`src/rtl/shifter_set_monitor_if.sv`:
```
// Bus bundle for shifter_set_monitor: run control, chain stimulus/response
// and the indexed counter readout port.
interface shifter_set_monitor_if #(
  parameter int unsigned NUM_CH = 4,
  parameter int unsigned CNT_W  = 16
);
  localparam int unsigned SEL_W = (NUM_CH > 1) ? $clog2(NUM_CH) : 1;

  logic              EN;
  logic [1:0]        MODE;
  logic              CLR;
  logic [NUM_CH-1:0] SHIFT_OUT;
  logic [NUM_CH-1:0] SHIFT_IN;
  logic [SEL_W-1:0]  RD_SEL;
  logic [CNT_W-1:0]  RD_DATA;
  logic              RD_OVF;
  logic              ANY_ERR;

  modport master (
    output EN, MODE, CLR, SHIFT_OUT, RD_SEL,
    input  SHIFT_IN, RD_DATA, RD_OVF, ANY_ERR
  );

  modport slave (
    input  EN, MODE, CLR, SHIFT_OUT, RD_SEL,
    output SHIFT_IN, RD_DATA, RD_OVF, ANY_ERR
  );
endinterface

```
`src/rtl/shifter_set_monitor.sv`:
```
// Multi-channel SET monitor: drives a known pattern into NUM_CH shifter
// chains, compares synchronized chain outputs against a delayed copy of the
// pattern and counts mismatch events per channel in saturating counters.
module shifter_set_monitor #(
  parameter int unsigned NUM_CH      = 4,
  parameter int unsigned CNT_W       = 16,
  parameter int unsigned LAT         = 8,
  parameter int unsigned SYNC_STAGES = 2
) (
  input logic                  CLK,
  input logic                  RST,
  shifter_set_monitor_if.slave bus
);
  localparam int unsigned D     = LAT + SYNC_STAGES;
  localparam int unsigned BLK_W = $clog2(D + 1);
  localparam int unsigned SEL_W = (NUM_CH > 1) ? $clog2(NUM_CH) : 1;

  typedef enum logic [1:0] {
    MODE_ONES  = 2'd0,
    MODE_ZEROS = 2'd1,
    MODE_ALT   = 2'd2,
    MODE_RSVD  = 2'd3
  } mode_e;

  mode_e                          r_mode;
  logic                           r_pat;
  logic                           w_idle;
  logic [D-1:0]                   r_dly;
  logic                           w_exp;
  logic [SYNC_STAGES-1:0][NUM_CH-1:0] r_sync;
  logic [NUM_CH-1:0]              w_sync;
  logic [BLK_W-1:0]               r_blk;
  logic                           w_cmp_en;
  logic [NUM_CH-1:0]              r_mis;
  logic [NUM_CH-1:0]              r_mis_q;
  logic [NUM_CH-1:0]              w_evt;
  logic [NUM_CH-1:0][CNT_W-1:0]   r_cnt;
  logic [NUM_CH-1:0]              r_ovf;
  logic [CNT_W-1:0]               w_rd_data;
  logic                           w_rd_ovf;
  logic                           w_any;
  logic [CNT_W-1:0]               r_rd_data;
  logic                           r_rd_ovf;
  logic                           r_any;

  // Idle value of the incoming mode; it becomes the latched mode while EN=0,
  // so p already holds the right start value when EN rises.
  always_comb begin
    w_idle = (mode_e'(bus.MODE) == MODE_ZEROS) ? 1'b0 : 1'b1;
  end

  // Mode latch: only follows MODE while the run is stopped.
  always_ff @(posedge CLK or posedge RST) begin
    if (RST)          r_mode <= MODE_ONES;
    else if (!bus.EN) r_mode <= mode_e'(bus.MODE);
  end

  // Pattern generator bit p.
  always_ff @(posedge CLK or posedge RST) begin
    if (RST) begin
      r_pat <= 1'b1;
    end else if (!bus.EN) begin
      r_pat <= w_idle;
    end else begin
      case (r_mode)
        MODE_ZEROS: r_pat <= 1'b0;
        MODE_ALT:   r_pat <= ~r_pat;
        default:    r_pat <= 1'b1;
      endcase
    end
  end

  assign bus.SHIFT_IN = {NUM_CH{r_pat}};

  // Expected-value delay line matching chain latency plus synchronizer depth.
  always_ff @(posedge CLK or posedge RST) begin
    if (RST) r_dly <= '1;
    else     r_dly <= {r_dly[D-2:0], r_pat};
  end

  assign w_exp = r_dly[D-1];

  // Synchronizer chain on the asynchronous chain outputs.
  always_ff @(posedge CLK or posedge RST) begin
    if (RST) r_sync <= '1;
    else     r_sync <= {r_sync[SYNC_STAGES-2:0], bus.SHIFT_OUT};
  end

  assign w_sync = r_sync[SYNC_STAGES-1];

  // Blanking counter; reloading while EN=0 also covers the EN rising edge.
  always_ff @(posedge CLK or posedge RST) begin
    if (RST)                r_blk <= BLK_W'(D);
    else if (!bus.EN)       r_blk <= BLK_W'(D);
    else if (r_blk != '0)   r_blk <= r_blk - BLK_W'(1);
  end

  assign w_cmp_en = bus.EN & (r_blk == '0);

  // Registered mismatch flag and its previous value for edge detection.
  always_ff @(posedge CLK or posedge RST) begin
    if (RST) begin
      r_mis   <= '0;
      r_mis_q <= '0;
    end else if (bus.CLR) begin
      r_mis   <= '0;
      r_mis_q <= '0;
    end else begin
      r_mis   <= w_cmp_en ? (w_sync ^ {NUM_CH{w_exp}}) : '0;
      r_mis_q <= r_mis;
    end
  end

  assign w_evt = r_mis & ~r_mis_q;

  // Saturating per-channel event counters with sticky overflow.
  always_ff @(posedge CLK or posedge RST) begin
    if (RST) begin
      r_cnt <= '0;
      r_ovf <= '0;
    end else if (bus.CLR) begin
      r_cnt <= '0;
      r_ovf <= '0;
    end else begin
      for (int unsigned i = 0; i < NUM_CH; i++) begin
        if (w_evt[i]) begin
          if (r_cnt[i] == '1) r_ovf[i] <= 1'b1;
          else                r_cnt[i] <= r_cnt[i] + CNT_W'(1);
        end
      end
    end
  end

  // Readout mux (out-of-range select yields zero) and any-error reduction.
  always_comb begin
    w_rd_data = '0;
    w_rd_ovf  = 1'b0;
    w_any     = 1'b0;
    for (int unsigned i = 0; i < NUM_CH; i++) begin
      if (bus.RD_SEL == SEL_W'(i)) begin
        w_rd_data = r_cnt[i];
        w_rd_ovf  = r_ovf[i];
      end
      if (r_cnt[i] != '0) w_any = 1'b1;
    end
  end

  // Registered readout and status outputs.
  always_ff @(posedge CLK or posedge RST) begin
    if (RST) begin
      r_rd_data <= '0;
      r_rd_ovf  <= 1'b0;
      r_any     <= 1'b0;
    end else begin
      r_rd_data <= w_rd_data;
      r_rd_ovf  <= w_rd_ovf;
      r_any     <= w_any;
    end
  end

  assign bus.RD_DATA = r_rd_data;
  assign bus.RD_OVF  = r_rd_ovf;
  assign bus.ANY_ERR = r_any;

endmodule

```
`src/flat_wrapper.sv`:
```
// flat-port wrapper written by rule: the top's interface ports become plain ports
module shifter_set_monitor_flat 
#(
  parameter int unsigned NUM_CH      = 4,
  parameter int unsigned CNT_W       = 16,
  parameter int unsigned LAT         = 8,
  parameter int unsigned SYNC_STAGES = 2
)
  (CLK, RST, bus_EN, bus_MODE, bus_CLR, bus_SHIFT_OUT, bus_RD_SEL, bus_SHIFT_IN, bus_RD_DATA, bus_RD_OVF, bus_ANY_ERR);
  shifter_set_monitor_if #(.NUM_CH(NUM_CH), .CNT_W(CNT_W)) bus_i ();
  input logic CLK;
  input logic RST;
  input wire logic [$bits(bus_i.EN)-1:0] bus_EN;
  input wire logic [$bits(bus_i.MODE)-1:0] bus_MODE;
  input wire logic [$bits(bus_i.CLR)-1:0] bus_CLR;
  input wire logic [$bits(bus_i.SHIFT_OUT)-1:0] bus_SHIFT_OUT;
  input wire logic [$bits(bus_i.RD_SEL)-1:0] bus_RD_SEL;
  output wire logic [$bits(bus_i.SHIFT_IN)-1:0] bus_SHIFT_IN;
  output wire logic [$bits(bus_i.RD_DATA)-1:0] bus_RD_DATA;
  output wire logic [$bits(bus_i.RD_OVF)-1:0] bus_RD_OVF;
  output wire logic [$bits(bus_i.ANY_ERR)-1:0] bus_ANY_ERR;
  assign bus_i.EN = bus_EN;
  assign bus_i.MODE = bus_MODE;
  assign bus_i.CLR = bus_CLR;
  assign bus_i.SHIFT_OUT = bus_SHIFT_OUT;
  assign bus_i.RD_SEL = bus_RD_SEL;
  assign bus_SHIFT_IN = bus_i.SHIFT_IN;
  assign bus_RD_DATA = bus_i.RD_DATA;
  assign bus_RD_OVF = bus_i.RD_OVF;
  assign bus_ANY_ERR = bus_i.ANY_ERR;
  shifter_set_monitor #(.NUM_CH(NUM_CH), .CNT_W(CNT_W), .LAT(LAT), .SYNC_STAGES(SYNC_STAGES)) u_core (.CLK(CLK), .RST(RST), .bus(bus_i));
endmodule
```
`config.mk`:
```
export PLATFORM = sky130hd
export DESIGN_NAME = shifter_set_monitor_flat
export DESIGN_NICKNAME = d
export VERILOG_FILES = /design/src/rtl/shifter_set_monitor_if.sv /design/src/rtl/shifter_set_monitor.sv /design/src/flat_wrapper.sv
export SDC_FILE = /design/constraint.sdc
export NUM_CORES = 1
export LEC_CHECK = 0
export ABC_AREA = 1
export BUFFER_PORTS_ARGS = -buffer_cell sky130_fd_sc_hd__buf_2
export CAP_MARGIN = 20
export CORE_ASPECT_RATIO = 0.6
export CORE_UTILIZATION = 45
export DETAILED_ROUTE_END_ITERATION = 10
export GPL_ROUTABILITY_DRIVEN = 0
export GPL_TIMING_DRIVEN = 0
export PLACE_DENSITY = 0.69
export SLEW_MARGIN = 25
export SYNTH_ARGS = -nofsm -noshare
export SYNTH_HDL_FRONTEND = slang
export SYNTH_SLANG_ARGS = --single-unit
```
`constraint.sdc`:
```
create_clock -name CLK -period 11.7 [get_ports CLK]
set_input_delay 2.34 -clock CLK [delete_from_list [all_inputs] [get_ports CLK]]
set_output_delay 2.34 -clock CLK [all_outputs]
set_load 0.005 [all_outputs]
```
==> impl_summary.txt <==
----------------------------------------------------
[Critical path]
  Crit path max fanout ... 6
  Setup CP Type ... reg -> out
  Setup slack of the worst register-to-register path ... 9.79 ns
  Type of element launching the critical path ... flip-flop
  R2R depth ... 8
  Reg2reg start ... u_core.r_cnt[33]
  Worst path required time ... 9.36 ns
  End of the worst register-to-register path ... u_core.r_cnt[43]
  Worst path arrival time ... 1.21 ns
  First element of the critical path ... u_core.r_pat
  Kind of end point of the critical path ... output pin

[Global route]
  Number of antenna violations at the first check in global routing ... 0
  Pin count of the biggest net entering global routing ... 70
  Leftover overflow at the end of global routing ... 0
  Wire length of the first global-routing pass ... 27.1 mm
  Via count of the first global-routing pass ... 5129
  Global Route Usage Sum ... 24.7%

[Detailed routing]
  Number of DRC violations after detailed routing ... 0
  Met2 wire len ... 6.18 mm
  Routed met3 length ... 1.60 mm
  Count of TritonRoute iterations in the first routing pass ... 6
  Vias ... 5615
  Met1 routed wirelength after detailed routing ... 8.56 mm
  Final wirelength ... 16.6 mm
  Avg Vias per Cell ... 5.27
  Highest routing layer actually used ... met4
  Antenna viol nets, final ... 0
  Average detailed-routed wire length per instance ... 15.6 um
  DRT iter0 DRCs ... 545

[Die]
  Width of the die ... 155 um
  Io pins ... 34
  Effective utilization at floorplan ... 46.3%
  Die Area ... 14600 um^2
  Placement row count ... 33
  Die Y-Extent ... 93.8 um
  CORE AREA ... 13700 um^2

[Logic synthesis]
  Number of standard cells after synthesis ... 807
  Warnings, synthesis ... 0
  Sequential fraction of the synthesis area ... 47.5%
  Commonest cells in the synthesized netlist ... sky130_fd_sc_hd__nand2_1, sky130_fd_sc_hd__nor2_1, sky130_fd_sc_hd__dfrtp_1, sky130_fd_sc_hd__inv_1, sky130_fd_sc_hd__o21ai_0
  EDFF count, synth ... 0
  Share of flip-flops with an asynchronous set or reset after synthesis ... 100%
  Primary flip-flop cell chosen by synthesis mapping ... sky130_fd_sc_hd__dfrtp_1
  Avg Inst Size Synth ... 7.84 um^2
  Most frequent cell after synthesis ... sky130_fd_sc_hd__nand2_1
  Share of the synthesized area in the top cell type ... 38.8%
  Cell accounting for the most synthesized area ... sky130_fd_sc_hd__dfrtp_1
  Post-Synthesis Cell Area ... 6330 um^2
  Top cells by area in the synthesized netlist ... sky130_fd_sc_hd__dfrtp_1, sky130_fd_sc_hd__nand2_1, sky130_fd_sc_hd__dfstp_2
  Distinct cell type count of the synthesized netlist ... 37
  Mapped Nets ... 828
  Synthesis-stage register bit count ... 119

[CTS]
  Number of gates resized after cts ... 0
  Number of buffers inserted for hold repair after clock tree synthesis ... 0
  Clock insertion delay at the later pin of the skew report ... 0.42 ns
  Root Buffer ... sky130_fd_sc_hd__clkbuf_16
  Largest buffer count on any clock path ... 2
  Level count of the clock H-tree ... 4
  Clock slew at reported path FFs ... 0.06 ns
  Count of buffers added by post-CTS timing repair for setup ... 0
  CTS tree ... yes
  Sinks on the clock net ... 119
  CTS buffer count ... 17

[Timing]
  Finish-stage setup viols ... 0
  Fin crit period ... 3.55 ns
  Pins Over Slew Limit ... 0
  Final critical-path setup slack ... 8.15 ns
  Slew Limit Headroom ... 54.0%
  Max Freq ... 282 MHz
  Worst-margin pin slew ... 0.690 ns
  RSZ-0062 raised after global routing ... false
  Setup_tns ... 0 ns
  Part of the cycle the worst path needs ... 30.3%
  Setup Skew ... 0.00799 ns
  Final Hold Violating Endpoints ... 0

[Run status]
  Result of the run ... finished, final reports clean

[Placed design]
  Post-placement setup slack ... 7.81 ns
  Estimated wirelength of the detail-placed design ... 12.2 mm
  Number of port buffers ... 33

[Power]
  Leakage power summed over all cells ... 0.00335 uW
  Highest ir drop seen on vdd ... 0.0760 mV
  Ratio of total power to cell area ... 140 nW/um^2

[Layout]
  Fraction of final layout cells with drive strength greater than 1 ... 14.1%
  Antenna diodes ... 0
  Layout net count ... 881
  FILL cells ... 1276
  Area growth from synthesis to final layout ... 16.7%
  Area of all sequential standard cells ... 3000 um^2
  Multi-input logic area ... 2840 um^2

[Hold path]
  Worst Hold End ... u_core.r_dly[2]
  Class of the tightest hold or removal check ... reg -> reg
  Hold path depth ... 0
  Worst Hold Launch ... u_core.r_dly[1]

[Run]
  Count of maximum capacitance violations ... 0

----------------------------------------------------
where the power goes:
group / internal, uW / leakage [uW] / switching [uW]
logic: 14.8 / 0.00147 / 31.3
registers: 426 / 0.00159 / 4.54
clock network: 340 / 0.000301 / 214
total: 781 / 0.00335 / 250
metrics by stage:
step	utilization (%)	total power [uW]	instance area, um^2	std cells	hold WS [ns]
detailed placement	49.5	484	6770	1033	0.347
finish	54.0	1030	7380	1065	0.349
global placement	49.3	482	6730	1032	0.346
CTS	54.0	1040	7380	1065	0.352
global route	54.0	1060	7380	1065	0.355
floorplan	-	467	6330	807	0.345
how the worst max path moves through the flow:
stage                     slack (ns)                 end
after floorplan                 6.24  u_core.bus.ANY_ERR
after global placement          4.78    u_core.r_cnt[57]
after detailed placement        7.81     u_core.r_mis[3]
after CTS                       8.14     bus_SHIFT_IN[1]
after global routing            8.10     bus_SHIFT_IN[0]
final                           8.15     bus_SHIFT_IN[1]
cell type report:
cell class	instances	share of cell area, %
Inverter	90	4.68
Tap cell	192	3.25
Timing Repair Buffer	34	2.61
Clock buffer	17	5.76
Multi-Input combinational cell	576	38.5
Sequential cell	119	40.7
Buffer	22	1.91
Clock inverter	15	2.61
logic make-up after synthesis:
kind of cell,Yosys count,share of synthesized area (%)
buffers and inverters,112,7.58
flip-flops,119,47.5
adder cells (fa/ha/maj),9,1.78
AO/OA/AOI/OAI,124,11.0
multiplexers,1,0.158
AND/OR/NAND/NOR,405,26.9
XOR/XNOR,37,5.12
critical path, cell delays in order (launching register included):
cell                      delay, ns
sky130_fd_sc_hd__dfstp_2       0.58
sky130_fd_sc_hd__buf_4         0.11
sky130_fd_sc_hd__buf_2         0.10
state kept, by name (all words and copies together), names as in the netlist:
signal              flops
u_core.r_mis            4
u_core.r_pat            1
u_core.bus.RD_OVF       1
u_core.r_blk            4
u_core.r_dly           10
u_core.bus.ANY_ERR      1
u_core.r_mis_q          4
u_core.w_sync           4
u_core.r_cnt           64
u_core.bus.RD_DATA     16
u_core.r_ovf            4
u_core.r_mode           2
u_core.r_sync           4
layer usage:
metal  vias to the layer above  track usage [%]
met2                       243             31.7
met1                      2631             39.8
li1                       2713                -
met5                         -                0
met4                         0             7.76
met3                        28             5.21
layout by cell type (no fill, tap or decap), types with 3 or more instances in the layout:
cell and n:
sky130_fd_sc_hd__nand3_1 58, sky130_fd_sc_hd__xor2_1 31, sky130_fd_sc_hd__inv_1 88, sky130_fd_sc_hd__nor3_1 4, sky130_fd_sc_hd__clkinv_4 4, sky130_fd_sc_hd__buf_4 8, sky130_fd_sc_hd__ha_1 9, sky130_fd_sc_hd__clkbuf_1 4
sky130_fd_sc_hd__nor2_1 103, sky130_fd_sc_hd__o21ai_1 6, sky130_fd_sc_hd__xnor2_1 6, sky130_fd_sc_hd__inv_6 5, sky130_fd_sc_hd__o22ai_1 16, sky130_fd_sc_hd__buf_1 4, sky130_fd_sc_hd__nor2_2 3, sky130_fd_sc_hd__bufinv_16 3
sky130_fd_sc_hd__nand2_1 204, sky130_fd_sc_hd__dfstp_2 21, sky130_fd_sc_hd__buf_2 37, sky130_fd_sc_hd__o21ai_2 8, sky130_fd_sc_hd__dfrtp_1 98, sky130_fd_sc_hd__a21oi_1 18, sky130_fd_sc_hd__o21ai_0 67, sky130_fd_sc_hd__nand2_2 6
sky130_fd_sc_hd__clkbuf_16 17, sky130_fd_sc_hd__nand4_1 23
Power figures use the tool's default switching activity.
